`src/rtl/cordic_job_queue.sv`:
```
// cordic_job_queue: buffers CORDIC jobs, issues each to the Controller with a Start pulse, queues results.
// Latency: a job accepted at cycle t raises Start at t+2; its result is pushed the cycle after CAPTURE.
// Backpressure: jobReady drops on a full job FIFO; a full result FIFO holds CAPTURE. Watchdog: CORDIC_JQ_TIMEOUT_EN.

module jq_fifo #(
   parameter int p_W     = 8,
   parameter int p_DEPTH = 4
) (
   input  logic                     clk,
   input  logic                     rst,
   input  logic                     push,
   input  logic [p_W-1:0]           pushData,
   input  logic                     pop,
   output logic [p_W-1:0]           headData,
   output logic [$clog2(p_DEPTH):0] count
);
   localparam int AW = $clog2(p_DEPTH);

   logic [p_W-1:0] mem [p_DEPTH];
   logic [AW-1:0]  wrPtr;
   logic [AW-1:0]  rdPtr;
   logic           doPush;
   logic           doPop;

   assign doPush   = push && (count != (AW+1)'(p_DEPTH));
   assign doPop    = pop && (count != '0);
   assign headData = mem[rdPtr];

   always_ff @(posedge clk) begin
      if (!rst) begin
         wrPtr <= '0;
         rdPtr <= '0;
         count <= '0;
      end else begin
         if (doPush) wrPtr <= wrPtr + AW'(1);
         if (doPop)  rdPtr <= rdPtr + AW'(1);
         count <= count + (AW+1)'(doPush) - (AW+1)'(doPop);
      end
   end

   always_ff @(posedge clk) begin
      if (doPush) mem[wrPtr] <= pushData;
   end
endmodule

module cordic_job_queue #(
   parameter int p_WIDTH     = 32,
   parameter int p_JOB_DEPTH = 4,
   parameter int p_RES_DEPTH = 4,
   parameter int p_TIMEOUT   = 64
) (
   input  logic                         clk,
   input  logic                         rst,
   input  logic                         jobValid,
   output logic                         jobReady,
   input  logic [p_WIDTH-1:0]           jobX,
   input  logic [p_WIDTH-1:0]           jobY,
   input  logic [p_WIDTH-1:0]           jobZ,
   input  logic [15:0]                  jobControl,
   input  logic                         abort,
   output logic                         resultValid,
   input  logic                         resultReady,
   output logic [p_WIDTH-1:0]           resultX,
   output logic [p_WIDTH-1:0]           resultY,
   output logic [p_WIDTH-1:0]           resultZ,
   output logic [31:0]                  resultFlags,
   output logic [$clog2(p_JOB_DEPTH):0] jobCount,
   output logic [$clog2(p_RES_DEPTH):0] resultCount,
   output logic                         cordicRst,
   output logic [31:0]                  controlRegisterInput,
   output logic [p_WIDTH-1:0]           xInput,
   output logic [p_WIDTH-1:0]           yInput,
   output logic [p_WIDTH-1:0]           zInput,
   input  logic [31:0]                  controlRegisterOutput,
   input  logic [p_WIDTH-1:0]           xResult,
   input  logic [p_WIDTH-1:0]           yResult,
   input  logic [p_WIDTH-1:0]           zResult,
   input  logic                         controlRegisterWriteEnable
);
   localparam int JCW = $clog2(p_JOB_DEPTH) + 1;
   localparam int RCW = $clog2(p_RES_DEPTH) + 1;

   typedef struct packed {
      logic [p_WIDTH-1:0] x;
      logic [p_WIDTH-1:0] y;
      logic [p_WIDTH-1:0] z;
      logic [13:0]        ctrl;
   } jobWord_t;

   typedef struct packed {
      logic [p_WIDTH-1:0] x;
      logic [p_WIDTH-1:0] y;
      logic [p_WIDTH-1:0] z;
      logic [31:0]        flags;
   } resWord_t;

   typedef enum logic [2:0] {IDLE, START, ACK, BUSY, CAPTURE} state_t;

   state_t   state, nextState;
   jobWord_t jobIn, jobHead;
   resWord_t resIn, resHead;
   logic     jobPush, jobPop, resPush, resPop;
   logic     stop, abortLatched;
   logic     acceptWrite, readyWrite;
   logic     wdStop, wdExpire, timedOut;

   assign jobReady    = rst && !cordicRst && (jobCount < JCW'(p_JOB_DEPTH));
   assign jobPush     = jobValid && jobReady;
   assign resultValid = (resultCount != '0);
   assign resPop      = resultReady && resultValid;
   assign acceptWrite = controlRegisterWriteEnable && !controlRegisterOutput[16];
   assign readyWrite  = controlRegisterWriteEnable && controlRegisterOutput[16];

   assign jobIn = '{x: jobX, y: jobY, z: jobZ, ctrl: jobControl[15:2]};

   jq_fifo #(.p_W($bits(jobWord_t)), .p_DEPTH(p_JOB_DEPTH)) jobFifo (
      .clk(clk), .rst(rst), .push(jobPush), .pushData(jobIn),
      .pop(jobPop), .headData(jobHead), .count(jobCount)
   );

   // A watchdog-terminated job reports zero operands and an all-ones status half.
   always_comb begin
      resIn = '{x: xResult, y: yResult, z: zResult, flags: controlRegisterOutput};
      if (timedOut) resIn = '{x: '0, y: '0, z: '0, flags: 32'hFFFF_0000};
   end

   jq_fifo #(.p_W($bits(resWord_t)), .p_DEPTH(p_RES_DEPTH)) resFifo (
      .clk(clk), .rst(rst), .push(resPush), .pushData(resIn),
      .pop(resPop), .headData(resHead), .count(resultCount)
   );

   assign resultX     = resHead.x;
   assign resultY     = resHead.y;
   assign resultZ     = resHead.z;
   assign resultFlags = resHead.flags;

   assign xInput = jobHead.x;
   assign yInput = jobHead.y;
   assign zInput = jobHead.z;
   assign controlRegisterInput = {16'h0, jobHead.ctrl, stop, state == START};

   always_comb begin
      nextState = state;
      jobPop    = 1'b0;
      resPush   = 1'b0;
      case (state)
         IDLE:    if (jobCount != '0) nextState = START;
         START:   nextState = ACK;
         ACK:     if (acceptWrite) begin
                     jobPop    = 1'b1;
                     nextState = BUSY;
                  end
         BUSY:    if (readyWrite || wdExpire) nextState = CAPTURE;
         CAPTURE: if (resultCount < RCW'(p_RES_DEPTH)) begin
                     resPush   = 1'b1;
                     nextState = IDLE;
                  end
         default: nextState = IDLE;
      endcase
   end

   // Abort arriving before acceptance is held until the job is running.
   always_ff @(posedge clk) begin
      if (!rst) begin
         state        <= IDLE;
         cordicRst    <= 1'b1;
         stop         <= 1'b0;
         abortLatched <= 1'b0;
      end else begin
         state     <= nextState;
         cordicRst <= wdExpire;
         if (state == ACK && abort) abortLatched <= 1'b1;
         if (state == BUSY) begin
            if (readyWrite || wdExpire) begin
               stop         <= 1'b0;
               abortLatched <= 1'b0;
            end else if (abort || abortLatched || wdStop) begin
               stop <= 1'b1;
            end
         end
      end
   end

`ifdef CORDIC_JQ_TIMEOUT_EN
   localparam int WDW = ($clog2(2*p_TIMEOUT) > 8) ? $clog2(2*p_TIMEOUT) : 8;
   logic [WDW-1:0] wdCnt;

   always_ff @(posedge clk) begin
      if (!rst) begin
         wdCnt    <= '0;
         timedOut <= 1'b0;
      end else begin
         wdCnt <= (state == BUSY) ? wdCnt + WDW'(1) : '0;
         if (wdExpire)     timedOut <= 1'b1;
         else if (resPush) timedOut <= 1'b0;
      end
   end

   assign wdStop   = (state == BUSY) && (wdCnt == WDW'(p_TIMEOUT-1));
   assign wdExpire = (state == BUSY) && !readyWrite && (wdCnt == WDW'(2*p_TIMEOUT-1));
`else
   assign wdStop   = 1'b0;
   assign wdExpire = 1'b0;
   assign timedOut = 1'b0;
`endif
endmodule

```
`config.mk`:
```
export PLATFORM = sky130hd
export DESIGN_NAME = cordic_job_queue
export DESIGN_NICKNAME = d
export VERILOG_FILES = /design/src/rtl/cordic_job_queue.sv
export SDC_FILE = /design/constraint.sdc
export NUM_CORES = 1
export LEC_CHECK = 0
export ABC_AREA = 1
export CAP_MARGIN = 20
export CORE_UTILIZATION = 35
export DETAILED_ROUTE_END_ITERATION = 6
export SYNTH_ARGS = -nofsm -noshare
export SYNTH_HDL_FRONTEND = slang
export SYNTH_SLANG_ARGS = --single-unit
```
`constraint.sdc`:
```
create_clock -name clk -period 20.5 [get_ports clk]
set_input_delay 4.1 -clock clk [delete_from_list [all_inputs] [get_ports clk]]
set_output_delay 4.1 -clock clk [all_outputs]
set_load 0.01 [all_outputs]
```
==> reports/qor.txt <==
Horiz. Die Dim - 327 µm
initial antenna violation count - 25
Compound-Gate Fraction of Synth Area - 11.4%
FP Rows - 118
CTS Buf Count - 102
starting density of the core - 35.5%
Slew headroom - 30.4%
drt drc - 0
adder-cell area share of the yosys netlist - 0.515%
die area - 0.107 mm²
RSZ-0062 raised after global routing - false
CTS tree - built
Pwr Total - 4.69 mW
Switching Fraction - 25.1%
register area share after synthesis - 78.7%
status - finished clean
DR WL/cell - 19.8 µm
Inst Count DP - 4222
clock buffer depth - 3
Synth Area in XOR/XNOR - 0.0711%
pre-CTS WS - 10.49 ns
HPWL after detailed placement - 49.9 mm
critical path's slowest cell - clkdlybuf4s50_1
top post-synthesis cells by area - edfxtp_1 (77%), nor2_1 (4.7%), o21ai_0 (3.8%), o22ai_1 (3.4%), o21ai_1 (2.8%)
number of routed nets with antenna violations - 0
Cell variety after synth - 28
worst hold path class - flip-flop to flip-flop
later-pin clock latency in the skew report - 0.67 ns
Slew Limit Fails - 0
layout cell share with drive strength beyond 1 - 8.84%
CORE AREA - 0.104 mm²
final global-route overflow total - 0
Die Span Y - 327 µm
Clock power frac - 37.0%
Critical Path Max Stage Delay - 0.84 ns
Synth top area share - 77.4%
total track usage - 15.9%
DR pass1 iterations - 4
LEAKAGE - 14.9 nW
Iteration-0 DRC Markers - 1181
Psw - 1.18 mW
Seq pwr share - 47.6%
CTS H-Tree Depth - 3
final worst slack - 10.54 ns
post-cts resize count - 0
crit path max fanout - 15
Avg Vias per Cell - 4.91
final hold violation count - 0
setup TNS - 0 ns
Syn. warnings - 0
clock period minus final worst setup slack - 9.96 ns
Synth Area in Simple Gates - 5.75%
Worst Path Required - 16.40 ns
PortBufs - 492
largest family of logic cells by synthesized area - compound AO/OA/AOI/OAI gates
worst vdd ir - 0.0840 mV
CTS clock-pin slew for the worst setup and hold paths - 0.06 ns
Comb pwr share - 15.4%
CP delay by family, top - buffers and inverters
clk_skew - 0.0411 ns
first-pass GRT wire length - 129 mm
Layout Area Growth over Synthesis - 24.5%
Layout Cells excl Fill - 4415
DRT Wirelength - 87.5 mm
max-cap violations - 0
Final Setup Violations - 0
Post-Syn Area - 0.0369 mm²
area leader, netlist - edfxtp_1
Setup crit start kind - primary input
FILL cells - 9220
Post-CTS Repair Setup Buffers - 0
measured slew at the worst slew-check pin - 1.04 ns
Ports - 511
CP endpoint kind - output pin
Final Instance Area - 0.0460 mm²
placed inst area - 0.0428 mm²
crit path kind - primary input to output pin
syn_area_per_cell - 14.9 µm²
vias in the first global route - 20900
Placer Congestion - 0.746
Root Driver - clkbuf_16
clock sinks - 976
fin crit share - 48.6%
cell mode on critical path - clkdlybuf4s50_1
Final nets - 3206
PwrDens - 102 mW/mm²
worst path bufs/invs - 3
mux cell area share after synthesis - 0%
cells along the critical path - clkdlybuf4s50_1 -> inv_2 -> nor3_2 -> clkdlybuf4s50_1
via count - 21700
Post-CTS Hold Fix Bufs - 0
fmax - 100 MHz
Int Pwr - 3.52 mW
worst endpoint data arrival time - 5.86 ns
largest net degree at the start of global routing - 159
synthesized instance count - 2482
Synth Register Bits - 976
through the flow:
stage | utilization, % | hold WS [ns]
6_report | 44.2 | 0.450
5_1_grt | 44.2 | 0.466
4_1_cts | 44.2 | 0.448
3_5_place_dp | 41.2 | 0.438
3_3_place_gp | 41.2 | 0.438
2_1_floorplan | - | 0.427
final cells by class:
| class | instances | area [µm²] | share of cell area, % |
|---|---|---|---|
| clock inverter | 60 | 477 | 1.04 |
| timing repair buffer | 519 | 5160 | 11.2 |
| multi-input combinational | 1303 | 6690 | 14.5 |
| inverter | 44 | 181 | 0.394 |
| clock buffer | 129 | 2680 | 5.83 |
| tap | 1380 | 1730 | 3.75 |
| sequential | 976 | 29100 | 63.2 |
| antenna | 4 | 10.0 | 0.0218 |
kinds of logic after synthesis:
logic type,after synthesis
DFF,976
and+or+nand+nor,536
adders and majority gates,14
other,1
xor gates and xnor gates,3
buffers and inverters,218
AOI/OAI and AO/OA,734
synth_stat cells (all sizes together):
cell type / count
buf: 108
edfxtp: 952
o22ai: 238
nand3: 4
ha: 12
o21ai: 484
clkbuf: 66
nor2: 507
xnor2: 2
a31oi: 1
fa: 2
xor2: 1
dfxtp: 24
a21oi: 11
inv: 44
nor3: 1
nand2: 24
conb: 1
routing by layer:
| metal | up-vias | track usage, % | share of wire [%] |
|---|---|---|---|
| met4 | 38 | 4.62 | 2.1 |
| met3 | 155 | 6.88 | 10 |
| met2 | 594 | 24.8 | 46 |
| li1 | 10300 | - | - |
| met5 | - | 0 | 0.31 |
| met1 | 10600 | 20.0 | 41 |
worst paths after layout:
| path | end | slack [ns] | start | depth (start not counted) |
|---|---|---|---|---|
| max reg2reg | resFifo.mem[1][69] | 16.69 | state[0] | 5 |
| max | jobReady | 10.54 | rst | 4 |
| min reg2reg | flip-flop | 0.45 | resFifo.rdPtr[1] | 2 |
| min | flip-flop | 0.45 | resFifo.rdPtr[1] | 2 |
power by group through the flow:
| stage | clock network (mW) | registers (mW) | logic [mW] |
|---|---|---|---|
| 2_1_floorplan | 0 | 2.27 | 0.394 |
| 3_3_place_gp | 0 | 2.28 | 0.729 |
| 3_5_place_dp | 0 | 2.28 | 0.733 |
| 4_1_cts | 1.78 | 2.23 | 0.735 |
| 5_1_grt | 1.86 | 2.24 | 0.787 |
| 6_report | 1.74 | 2.23 | 0.723 |
placed cells by master, fill, tap and decap left out, types with 5 or more instances in the layout:
master | synthesis | layout
o22ai_1 | 198 | 198
nor2_4 | 0 | 8
o21ai_0 | 277 | 277
o21ai_1 | 207 | 207
nand2_1 | 23 | 23
inv_6 | 0 | 7
clkinv_2 | 0 | 15
clkbuf_16 | 0 | 102
buf_4 | 37 | 24
ha_1 | 12 | 12
edfxtp_1 | 952 | 952
nor2_2 | 40 | 40
o22ai_2 | 40 | 40
conb_1 | 1 | 16
clkbuf_1 | 66 | 24
nor2_1 | 467 | 459
a21oi_1 | 11 | 11
dfxtp_1 | 24 | 20
inv_1 | 36 | 36
clkdlybuf4s50_1 | 0 | 492
clkinv_1 | 0 | 26
inv_8 | 0 | 5
sequential cells by signal, indices dropped and copies added, names as in the netlist, named ones only:
name and cells:
abortLatched 1, resFifo.rdPtr 2, jobFifo.count 3, state 3, resFifo.wrPtr 2, jobFifo.wrPtr 2
stop 1, jobFifo.mem 440, cordicRst 1, jobFifo.rdPtr 2, resFifo.count 3, resFifo.mem 512
worst register-to-register path: stages (launching register included):
cell	delay (ns)
dfxtp_1	0.35
nor2_1	0.19
nand2_1	0.35
nor2_4	0.86
buf_4	0.71
buf_4	0.90
No activity file was read; power rests on OpenSTA's default activity.
